File: src/rtl/dec_pkg.sv
// Shared types and helpers for the N-to-2^N sequenced decoder.
//   state_e   : controller state (IDLE, DIRECT, SCAN)
//   MODE_*    : encodings of the mode input
//   onehot_w  : number of output lines for a given select width
package dec_pkg;

  typedef enum logic [1:0] {
    IDLE   = 2'd0,
    DIRECT = 2'd1,
    SCAN   = 2'd2
  } state_e;

  localparam logic MODE_DIRECT = 1'b0;
  localparam logic MODE_SCAN   = 1'b1;

  function automatic int unsigned onehot_w(input int unsigned sel_w);
    return 32'd1 << sel_w;
  endfunction

endpackage

File: src/rtl/dec_onehot.sv
// Combinational SEL_W-to-2**SEL_W one-hot decoder with enable.
//   sel_i    : binary line select
//   en_i     : 0 forces every line low
//   onehot_c : one-hot decode of sel_i (combinational)
module dec_onehot
  import dec_pkg::*;
#(
  parameter int unsigned SEL_W = 2
) (
  input  logic [SEL_W-1:0]      sel_i,
  input  logic                  en_i,
  output logic [(2**SEL_W)-1:0] onehot_c
);

  localparam int unsigned OUT_W = onehot_w(SEL_W);

  // Each line compares against its own index; equivalent to a tree of 1-to-2 stages.
  always_comb begin
    onehot_c = '0;
    for (int unsigned i = 0; i < OUT_W; i++) begin
      onehot_c[i] = en_i && (sel_i == SEL_W'(i));
    end
  end

endmodule

File: src/rtl/dec_nto2n_seq.sv
// Registered N-to-2^N one-hot line decoder with valid/ready input, global
// enable and an auto-scan mode with programmable dwell.
//   clk, rst  : clock (rising edge), asynchronous active-high reset
//   en        : global enable; 0 drives outputs inactive
//   mode      : 0 = DIRECT (decode in_sel), 1 = SCAN (auto-walk)
//   in_valid  : in_sel valid (DIRECT only)
//   in_ready  : select accepted this cycle (combinational, en & DIRECT mode)
//   in_sel    : binary line select
//   dwell     : SCAN cycles per line minus one
//   D         : registered one-hot output
//   out_valid : D holds a decoded line
//   cur_sel   : binary index of the active line
// Build option: DEC_ACTIVE_LOW_EN drives D active-low (idle value all-ones).
module dec_nto2n_seq
  import dec_pkg::*;
#(
  parameter int unsigned SEL_W   = 2,
  parameter int unsigned DWELL_W = 4
) (
  input  logic                  clk,
  input  logic                  rst,
  input  logic                  en,
  input  logic                  mode,
  input  logic                  in_valid,
  output logic                  in_ready,
  input  logic [SEL_W-1:0]      in_sel,
  input  logic [DWELL_W-1:0]    dwell,
  output logic [(2**SEL_W)-1:0] D,
  output logic                  out_valid,
  output logic [SEL_W-1:0]      cur_sel
);

  localparam int unsigned OUT_W = onehot_w(SEL_W);

`ifdef DEC_ACTIVE_LOW_EN
  localparam logic [OUT_W-1:0] D_IDLE = '1;
`else
  localparam logic [OUT_W-1:0] D_IDLE = '0;
`endif

  state_e             state_q, state_d;
  logic [OUT_W-1:0]   d_q, d_d;
  logic               valid_q, valid_d;
  logic [SEL_W-1:0]   sel_q, sel_d;
  logic [DWELL_W-1:0] cnt_q, cnt_d;
  logic [OUT_W-1:0]   onehot_c;

  assign in_ready = en && (mode == MODE_DIRECT);

  // Next-cycle state, select, valid and dwell count.
  always_comb begin
    state_d = state_q;
    sel_d   = sel_q;
    cnt_d   = cnt_q;
    valid_d = valid_q;
    if (!en) begin
      state_d = IDLE;
      valid_d = 1'b0;
      cnt_d   = '0;
    end else if (mode == MODE_SCAN) begin
      state_d = SCAN;
      valid_d = 1'b1;
      if (state_q != SCAN) begin
        sel_d = '0;
        cnt_d = '0;
      end else if (cnt_q >= dwell) begin
        // >= so a dwell lowered below the running count advances at once
        sel_d = sel_q + SEL_W'(1);
        cnt_d = '0;
      end else begin
        cnt_d = cnt_q + DWELL_W'(1);
      end
    end else if (in_valid) begin
      state_d = DIRECT;
      sel_d   = in_sel;
      valid_d = 1'b1;
    end
  end

  // Decode the next-cycle select so D is a pure register output.
  dec_onehot #(
    .SEL_W (SEL_W)
  ) u_dec (
    .sel_i    (sel_d),
    .en_i     (valid_d),
    .onehot_c (onehot_c)
  );

`ifdef DEC_ACTIVE_LOW_EN
  assign d_d = ~onehot_c;
`else
  assign d_d = onehot_c;
`endif

  always_ff @(posedge clk or posedge rst) begin
    if (rst) begin
      state_q <= IDLE;
      d_q     <= D_IDLE;
      valid_q <= 1'b0;
      sel_q   <= '0;
      cnt_q   <= '0;
    end else begin
      state_q <= state_d;
      d_q     <= d_d;
      valid_q <= valid_d;
      sel_q   <= sel_d;
      cnt_q   <= cnt_d;
    end
  end

  assign D         = d_q;
  assign out_valid = valid_q;
  assign cur_sel   = sel_q;

endmodule

File: config.mk
export PLATFORM = sky130hd
export DESIGN_NAME = dec_nto2n_seq
export DESIGN_NICKNAME = d
export VERILOG_FILES = /design/src/rtl/dec_pkg.sv /design/src/rtl/dec_onehot.sv /design/src/rtl/dec_nto2n_seq.sv
export SDC_FILE = /design/constraint.sdc
export NUM_CORES = 1
export LEC_CHECK = 0
export ABC_AREA = 1
export ABC_CLOCK_PERIOD_IN_PS = 2400
export CORE_MARGIN = 1.5
export CORE_UTILIZATION = 31
export CTS_CLUSTER_DIAMETER = 200
export DETAILED_ROUTE_END_ITERATION = 7
export DONT_BUFFER_PORTS = 1
export GPL_ROUTABILITY_DRIVEN = 0
export PLACE_DENSITY_LB_ADDON = 0.25
export SYNTH_ARGS = -nofsm -noshare
export SYNTH_HDL_FRONTEND = slang
export SYNTH_SLANG_ARGS = --single-unit
File: constraint.sdc
create_clock -name clk -period 2.4 [get_ports clk]
set_clock_uncertainty 0.2 [all_clocks]
set_input_delay 0.48 -clock clk [delete_from_list [all_inputs] [get_ports clk]]
set_output_delay 0.48 -clock clk [all_outputs]
set_load 0.03 [all_outputs]
==> results of run 1 <==
## cell usage in the layout (no fill, tap or decap)
| cell type | Yosys | layout |
|---|---|---|
| o22ai_1 | 1 | 1 |
| a21o_1 | 1 | 1 |
| xor2_1 | 1 | 1 |
| o31ai_1 | 1 | 1 |
| clkbuf_4 | 0 | 3 |
| clkbuf_1 | 0 | 1 |
| xnor2_1 | 2 | 2 |
| nand4_1 | 2 | 2 |
| nand3b_1 | 1 | 1 |
| a21oi_1 | 2 | 2 |
| nor2_2 | 1 | 1 |
| dfrtp_1 | 13 | 13 |
| or2_1 | 1 | 1 |
| nor2_1 | 7 | 7 |
| inv_2 | 1 | 1 |
| nor2_4 | 1 | 1 |
| o21ai_0 | 5 | 5 |
| nand3_1 | 5 | 5 |
| inv_1 | 15 | 15 |
| dlygate4sd3_1 | 0 | 1 |
| ha_1 | 5 | 5 |
| nand2_1 | 22 | 22 |
| nand2_2 | 1 | 1 |
## cell usage after synthesis
master,n
nand4_1,2
dfrtp_1,13
or2_1,1
xnor2_1,2
o22ai_1,1
a21oi_1,2
nand3b_1,1
nand3_1,5
nand2_2,1
nor2_2,1
nor2_4,1
ha_1,5
inv_1,15
xor2_1,1
a21o_1,1
nand2_1,22
o21ai_0,5
inv_2,1
nor2_1,7
o31ai_1,1
## path summary, 6_finish.rpt
check / start / endpoint / cells after the start
min reg2reg: state_q[0] / state_q[0] / 2
max: cnt_q[3] / D[2] / 9
max reg2reg: cnt_q[3] / D[2] / 9
min in group asynchronous: rst / D[0] / 2
max in group asynchronous: rst / cnt_q[2] / 2
min: in_valid / state_q[1] / 1
## state kept, by name, indices dropped and copies added (netlist names)
register,cells
out_valid,1
cnt_q,4
state_q,2
cur_sel,2
D,4
## cells by family after synthesis
group / synth area share (%)
AOI/OAI and AO/OA: 7.882
xor gates and xnor gates: 3.678
adders and majority gates: 8.757
buffers and inverters: 8.405
DFF: 45.53
and+or+nand+nor: 25.75
## worst max-delay path: stages (launching register included)
cell     delay [ns]
dfrtp_1        0.42
ha_1           0.31
a21oi_1        0.25
nand3_1        0.16
nand2_1        0.08
nand2_1        0.05
nand2_1        0.08
nand2_1        0.06
nor2_2         0.12
nor2_1         0.06
## stage by stage
step / utilization (%) / area (um^2)
2_1_floorplan: - / 714.4
3_3_place_gp: 34.21 / 749.5
3_5_place_dp: 34.21 / 749.5
4_1_cts: 35.87 / 785.8
5_1_grt: 35.87 / 785.8
6_report: 35.87 / 785.8
## layer usage
metal | global-route usage [%] | vias up
li1 | - | 288
met1 | 15.53 | 260
met2 | 18.61 | 11
met3 | 4.094 | 2
met4 | 6.757 | 0
met5 | 0 | -
## layout make-up
class / count / area [um^2] / area share [%]
Clock buffer: 4 / 26.28 / 3.344
Inverter: 16 / 60.06 / 7.643
Tap cell: 28 / 35.03 / 4.459
Sequential cell: 13 / 325.3 / 41.40
Timing Repair Buffer: 1 / 10.01 / 1.274
Multi-Input combinational cell: 59 / 329.1 / 41.88
## power by group
part | switching, W | internal [W] | total, W
clock | 0.0000689 | 0.0000643 | 0.000133
sequential | 0.0000434 | 0.000236 | 0.000279
combinational | 0.0000423 | 0.0000261 | 0.0000685
total | 0.000155 | 0.000326 | 0.000481
==> flow_metrics.py, run 1 <==
metrics = {
    "detailed_routing": {
        "wl_met3_um": 46,
        "drtAntennaViolNets": 0,
        "highest_layer": "met4",
        "wirelength_um": 1352,
        "dr_wl_met2_um": 632,
        "drtPass1Iterations": 4,
        "via_count": 561,
        "wire_per_inst_um": 11.17,
        "drc": 0,
        "m1WireLength_um": 657,
        "viasPerCell": 4.636,
        "drtIter0Drc": 13,
    },
    "sta": {
        "max_slew.worst_pin.slew_ns": 0.5009,
        "min_period_over_period_pct": 78.88,
        "whs_ns": 0.09530,
        "setup_viol": 0,
        "rsz0062_at_grt": "no",
        "slew_headroom_pct": 66.57,
        "tns_ns": 0,
        "fin_crit_ns": 1.893,
        "setup_slack_ns": 0.5068,
        "finalHoldViolCount": 0,
        "max_freq_ghz": 0.5282,
        "slew_viol_final": 0,
    },
    "global_route": {
        "grt_pass1_vias": 552,
        "grt_pass1_wl_um": 2318,
        "grt_max_degree": 14,
        "antenna_found_initial": 0,
        "overflow": 0,
        "gr-usage-all-layers_pct": 12.37,
    },
    "synth": {
        "ys_seq_area_share_pct": 45.53,
        "synthTopCellsByArea": "dfrtp_1 46%, nand2_1 12%, ha_1 8.8%",
        "synth.net_count": 104,
        "synth_cell_types": 20,
        "syn_avg_cell_area_um2": 8.119,
        "synth_cells": 88,
        "synth_top_area_share_pct": 45.53,
        "synth_warnings": 0,
        "ys_ff_latch": 13,
        "synth.largest_area_cell": "dfrtp_1",
        "syn_area_um2": 714.4,
    },
    "die": {
        "start_util_pct": 32.61,
        "die_y_um": 51.01,
        "fp.coreArea_mm2": 0.002191,
        "num_rows": 17,
        "die_area_mm2": 0.002602,
        "io_pins": 19,
        "die_x_um": 51.01,
    },
    "finish": {
        "stdcell_count": 121,
        "drive_gt1_share_pct": 7.527,
        "syn2layout_area_growth_pct": 9.983,
        "num-nets-final": 110,
        "n_antenna_cell": 0,
        "fillCellCount": 248,
    },
    "clocking": {
        "cts_max_path_buffers": 2,
        "cts_tree": "yes",
        "cts_buffers": 3,
        "postCtsResizedCells": 0,
        "clk_pin_slew_worst_paths_ns": 0.08,
        "cts_sinks": 13,
        "hold_buffers": 1,
        "htreeDepth": 1,
        "cts_root_buf": "clkbuf_4",
        "clk_latency_ns": 0.27,
        "postCtsSetupRepairBufs": 0,
    },
    "flow_run": {
        "drv_cap": 0,
    },
    "setup_path": {
        "crit_path_max_fanout": 3,
        "cp-end-kind": "flop",
        "worstPathRequired_ns": 2.36,
        "path_class": "flop to flop",
        "arrival_ns": 1.85,
        "regToRegSetupSlack_ns": 0.51,
        "start_kind": "flop",
    },
    "pwr": {
        "powerDensity_mw_per_mm2": 611.6,
        "total_power_w": 0.0004806,
        "power_leakage_nw": 0.4221,
        "vdd_drop_max_mv": 0.4007,
    },
    "placed_design": {
        "dp_slack_ns": 0.4121,
        "dp_hpwl_um": 1096,
        "place.detailed.instances": 116,
        "portBuffers": 0,
    },
    "min_path": {
        "hp-class": "input port to flop",
    },
    "run_status": {
        "status": "finished, final reports clean",
    },
}
Power figures use the tool's default switching activity.
==> run 2, diff against run 1 <==
--- a/config.mk
+++ b/config.mk
@@ -6,7 +6,7 @@
 export NUM_CORES = 1
 export LEC_CHECK = 0
 export ABC_AREA = 1
-export ABC_CLOCK_PERIOD_IN_PS = 2400
+export ABC_CLOCK_PERIOD_IN_PS = 1900
 export CORE_MARGIN = 1.5
 export CORE_UTILIZATION = 31
 export CTS_CLUSTER_DIAMETER = 200
==> constraint.sdc (replaced) <==
create_clock -name clk -period 1.9 [get_ports clk]
set_clock_uncertainty 0.2 [all_clocks]
set_input_delay 0.38 -clock clk [delete_from_list [all_inputs] [get_ports clk]]
set_output_delay 0.38 -clock clk [all_outputs]
set_load 0.03 [all_outputs]
==> run 2 against run 1 <==
- count of clock-buffer cells in the layout is the same
- sequential share of layout area shrank 4.2 points
- sequential power grew 26%
- maximum frequency grew 8.3%
- worst setup slack lost 0.35 ns
- core utilization grew 4.1 points
- die area is the same
- combinational power grew 50%
- critical path type unchanged
- largest power group unchanged
==> flow_metrics.py, run 2 (synthesis gave the netlist of run 1 again) <==
metrics = {
    "run_status": {
        "status": "finished, final reports clean",
    },
    "clocking": {
        "clk_pin_slew_worst_paths_ns": 0.08,
        "clk_latency_ns": 0.28,
        "cts_sinks": 13,
        "cts_max_path_buffers": 2,
        "cts_root_buf": "clkbuf_4",
        "cts_tree": "yes",
        "htreeDepth": 1,
        "cts_buffers": 3,
    },
    "setup_path": {
        "crit_path_max_fanout": 3,
        "cp-end-kind": "flop",
        "cp_slowest_cell": "dfrtp_1",
        "crit_chain": "ha_1, nand2_1, inv_1, nand2_2, nand3_2, nand2_1, nand2_1, nand2_2, nand2_2, nor2_4, nor2_1",
        "critPathBufInv": 1,
        "slowest_delay_ns": 0.40,
        "cp_top_family": "simple AND/OR/NAND/NOR gates",
        "worstPathRequired_ns": 1.87,
        "arrival_ns": 1.72,
        "start_kind": "flop",
        "path_class": "flop to flop",
    },
    "finish": {
        "n_antenna_cell": 0,
        "fillCellCount": 241,
        "final_util_pct": 39.92,
        "drive_gt1_share_pct": 19.39,
        "final_common_cell": "nand2_1",
        "syn2layout_area_growth_pct": 22.42,
        "final_cell_mix": "18 x nand2_1, 15 x inv_1, 13 x dfrtp_1, 7 x nor2_1",
        "multi_input_area_um2": 377.9,
        "seq_area_um2": 325.3,
        "num-nets-final": 115,
    },
    "pwr": {
        "powerDensity_mw_per_mm2": 716.9,
        "vdd_drop_max_mv": 0.3447,
        "total_power_w": 0.0006270,
        "power_leakage_nw": 0.4557,
    },
    "detailed_routing": {
        "drtAntennaViolNets": 0,
        "viasPerCell": 4.714,
        "wire_per_inst_um": 11.65,
        "wirelength_um": 1468,
        "drc": 0,
        "drtPass1Iterations": 3,
        "via_count": 594,
        "drtIter0Drc": 4,
    },
    "sta": {
        "slew_viol_final": 0,
        "setup_viol": 0,
        "fin_crit_ns": 1.748,
        "max_freq_ghz": 0.5722,
        "max_slew.worst_pin.slew_ns": 0.4881,
        "min_period_over_period_pct": 91.98,
        "finalHoldViolCount": 0,
        "slew_headroom_pct": 67.43,
    },
    "placed_design": {
        "dp_hpwl_um": 1125,
        "portBuffers": 0,
    },
    "die": {
        "die_x_um": 51.01,
        "fp.coreArea_mm2": 0.002191,
        "io_pins": 19,
        "start_util_pct": 32.61,
        "die_y_um": 51.01,
        "num_rows": 17,
        "die_area_mm2": 0.002602,
    },
    "min_path": {
        "hp-class": "input port to flop",
    },
    "global_route": {
        "grt_max_degree": 14,
        "overflow": 0,
        "gr-usage-all-layers_pct": 13.40,
        "grt_pass1_vias": 591,
        "antenna_found_initial": 0,
        "grt_pass1_wl_um": 2546,
    },
    "flow_run": {
        "drv_cap": 0,
    },
}
[run 2: cell types whose count changed in the layout (fill, tap and decap cells not counted), sizes merged]
cell	previous run	this run
buf	0	4
dlygate4sd3	1	2
[run 2: path summary, 6_finish.rpt]
kind | startpoint | slack, ns | cells past startpoint | to
worst max-delay path | cnt_q[2] | 0.15 | 11 | D[2]
worst min-delay path | in_valid | 0.04 | 2 | state_q[0]
worst max register to register | cnt_q[2] | 0.15 | 11 | D[2]
worst min register to register | state_q[0] | 0.30 | 2 | state_q[0]
max in group asynchronous | rst | 0.81 | 2 | D[2]
min in group asynchronous | rst | 0.36 | 2 | D[0]
[run 2: worst register-to-register path, stage by stage (launching register included)]
cell	delay, ns
dfrtp_1	0.40
ha_1	0.28
nand2_1	0.07
inv_1	0.06
nand2_2	0.09
nand3_2	0.09
nand2_1	0.07
nand2_1	0.07
nand2_2	0.08
nand2_2	0.06
nor2_4	0.12
nor2_1	0.05
[run 2: what timing repair did]
action / 4_1_cts / 5_1_grt
hold endpoints to repair: 14 / 0
endpoints found under the setup margin: 0 / 9
gates resized for setup: 0 / 9
buffers inserted: 0 / 2
hold buffers: 2 / 0
[run 2: area by class of cell]
type | count | area share [%]
timing repair buffer | 6 | 5.722
sequential | 13 | 37.20
multi-input combinational | 59 | 43.20
tap | 28 | 4.006
inverter | 16 | 6.867
clock buffer | 4 | 3.004
[run 2: metal layers]
layer  part of all wire [%]  GRT usage [%]  vias to the layer above  wire (um)
met3                    2.0          2.632                        5         30
met5                      0              0                        -          0
met2                     44          19.48                       14        650
met4                    3.1          9.459                        0         45
met1                     50          17.65                      276        741
li1                       -              -                      299          -
[run 2: power by group]
group | switching (W) | leakage [nW] | internal, W
Clock | 0.0000908 | 0.0150 | 0.0000816
Combinational | 0.0000621 | 0.270 | 0.0000406
Sequential | 0.0000544 | 0.170 | 0.000298
Total | 0.000207 | 0.456 | 0.000420
[run 2: per-stage QoR]
| step | area [um^2] | setup TNS, ns | worst slack [ns] | hold slack (ns) | cells |
|---|---|---|---|---|---|
| 6_report | 874.6 | 0 | 0.1523 | 0.03767 | 126 |
| 5_1_grt | 874.6 | -0.02266 | -0.01447 | 0.05251 | 126 |
| 4_1_cts | 810.8 | 0 | 0.05957 | 0.03510 | 124 |
| 3_5_place_dp | 764.5 | 0 | 0.05751 | 0.1325 | 118 |
| 3_3_place_gp | 764.5 | 0 | 0.1061 | 0.1263 | 118 |
| 2_1_floorplan | 714.4 | 0 | 0.1891 | 0.05696 | 88 |
==> run 3, diff against run 2 <==
--- a/config.mk
+++ b/config.mk
@@ -13,7 +13,7 @@
 export DETAILED_ROUTE_END_ITERATION = 7
 export DONT_BUFFER_PORTS = 1
 export GPL_ROUTABILITY_DRIVEN = 0
-export PLACE_DENSITY_LB_ADDON = 0.25
+export PLACE_DENSITY = 0.42
 export SYNTH_ARGS = -nofsm -noshare
 export SYNTH_HDL_FRONTEND = slang
 export SYNTH_SLANG_ARGS = --single-unit
==> run 3 against run 2 <==
- hold slack better by 0.00051 ns
- count of clock-buffer cells in the layout unchanged
- critical path depth is 2 lower
- combinational power down 8%
- sequential share of layout area is 1.3 points higher
- clock power shrank 3%
==> flow_metrics.py, run 3 (synthesis gave the netlist of run 1 again) <==
metrics = {
    "setup_path": {
        "reg2reg_depth": 9,
        "worstSetupStartpoint": "cnt_q[3]",
        "crit_path_max_fanout": 3,
        "critPathCapture": "D[2]",
        "cp-end-kind": "flop",
        "r2r_end": "D[2]",
        "r2r_start": "cnt_q[3]",
        "start_kind": "flop",
        "arrival_ns": 1.75,
        "worstPathRequired_ns": 1.86,
        "path_class": "flop to flop",
        "regToRegSetupSlack_ns": 0.11,
    },
    "detailed_routing": {
        "drtPass1Iterations": 4,
        "viasPerCell": 4.543,
        "drtIter0Drc": 5,
        "drtAntennaViolNets": 0,
        "drc": 0,
        "wirelength_um": 1424,
        "via_count": 577,
        "wire_per_inst_um": 11.21,
    },
    "die": {
        "die_area_mm2": 0.002602,
        "start_util_pct": 32.61,
        "die_y_um": 51.01,
        "fp.coreArea_mm2": 0.002191,
        "num_rows": 17,
        "die_x_um": 51.01,
        "io_pins": 19,
    },
    "sta": {
        "max_freq_ghz": 0.5596,
        "setup_viol": 0,
        "max_slew.worst_pin.slew_ns": 0.5166,
        "tns_ns": 0,
        "slew_headroom_pct": 65.52,
        "slew_viol_final": 0,
        "min_period_over_period_pct": 94.05,
        "finalHoldViolCount": 0,
        "whs_ns": 0.03818,
        "fin_crit_ns": 1.787,
    },
    "finish": {
        "final_cell_mix": "20 x nand2_1, 15 x inv_1, 12 x dfrtp_1, 7 x nor2_1",
        "final_common_cell": "nand2_1",
        "n_antenna_cell": 0,
        "final_util_pct": 38.72,
        "drive_gt1_share_pct": 17.17,
        "syn2layout_area_growth_pct": 18.74,
        "num-nets-final": 116,
    },
    "clocking": {
        "htreeDepth": 1,
        "clk_pin_slew_worst_paths_ns": 0.08,
        "cts_sinks": 13,
        "cts_max_path_buffers": 2,
        "cts_buffers": 3,
        "clk_latency_ns": 0.27,
        "cts_tree": "yes",
        "cts_root_buf": "clkbuf_4",
    },
    "global_route": {
        "overflow": 0,
        "grt_pass1_wl_um": 2366,
        "grt_pass1_vias": 558,
        "grt_max_degree": 14,
        "antenna_found_initial": 0,
        "gr-usage-all-layers_pct": 12.58,
    },
    "pwr": {
        "powerDensity_mw_per_mm2": 722.6,
        "power_leakage_nw": 0.4603,
        "vdd_drop_max_mv": 0.4798,
    },
    "placed_design": {
        "dp_hpwl_um": 1121,
        "portBuffers": 0,
    },
    "run_status": {
        "status": "finished, final reports clean",
    },
    "flow_run": {
        "drv_cap": 0,
    },
    "min_path": {
        "hp-class": "input port to flop",
    },
}
run 3: cell count changes in the layout (fill, tap and decap cells not counted), moves of 2 or more:
cell	delta
ha_1	+2
ha_4	-2
nand2_1	+2
nand2_2	-2
run 3: where the power goes:
group	switching (W)	leakage [nW]	internal [W]	total [W]
clock network	0.0000853	0.0150	0.0000812	0.000167
registers	0.0000543	0.169	0.000297	0.000352
logic	0.0000570	0.277	0.0000376	0.0000947
total	0.000197	0.460	0.000416	0.000613
run 3: worst min-delay path by stage:
stage,from,to,depth (start not counted)
final,in_valid,state_q[0],2
after global placement,rst,state_q[1],1
after global routing,in_valid,state_q[0],2
after CTS,in_valid,state_q[0],2
after detailed placement,rst,state_q[1],1
after floorplan,rst,D[0],1
run 3: repair_timing:
item                                   4_1_cts  5_1_grt
setup endpoints to repair                    0        9
endpoints found under the hold margin       14        0
buffers inserted                             0        3
gates resized for setup                      0        5
hold buffers                                 2        0
run 3: final cells by class:
class	count	area, um^2
Clock buffer	4	26.28
Fill cell	239	1343
Inverter	16	60.06
Multi-Input combinational cell	59	342.8
Sequential cell	13	326.6
Tap cell	28	35.03
Timing Repair Buffer	7	57.56
run 3: layer usage:
metal	global-route usage, %	share of wire (%)
met2	18.83	46
met5	0	0
met4	8.108	0.70
met1	16.36	49
met3	2.632	4.5
run 3: through the flow:
step / cells / setup slack [ns] / instance area (um^2) / total power [W]
2_1_floorplan: 88 / 0.1891 / 714.4 / 0.0004255
3_3_place_gp: 118 / 0.07435 / 764.5 / 0.0004488
3_5_place_dp: 118 / 0.03214 / 764.5 / 0.0004485
4_1_cts: 124 / 0.009950 / 810.8 / 0.0006265
5_1_grt: 127 / -0.004928 / 848.3 / 0.0006557
6_report: 127 / 0.1130 / 848.3 / 0.0006130
run 3: worst max-delay path: stages, from the launching register on:
cell	delay [ns]
dfrtp_1	0.39
ha_1	0.30
a21oi_2	0.19
nand3_2	0.11
nand2_1	0.07
nand2_1	0.05
nand2_1	0.07
nand2_1	0.06
nor2_2	0.15
nor2_1	0.07
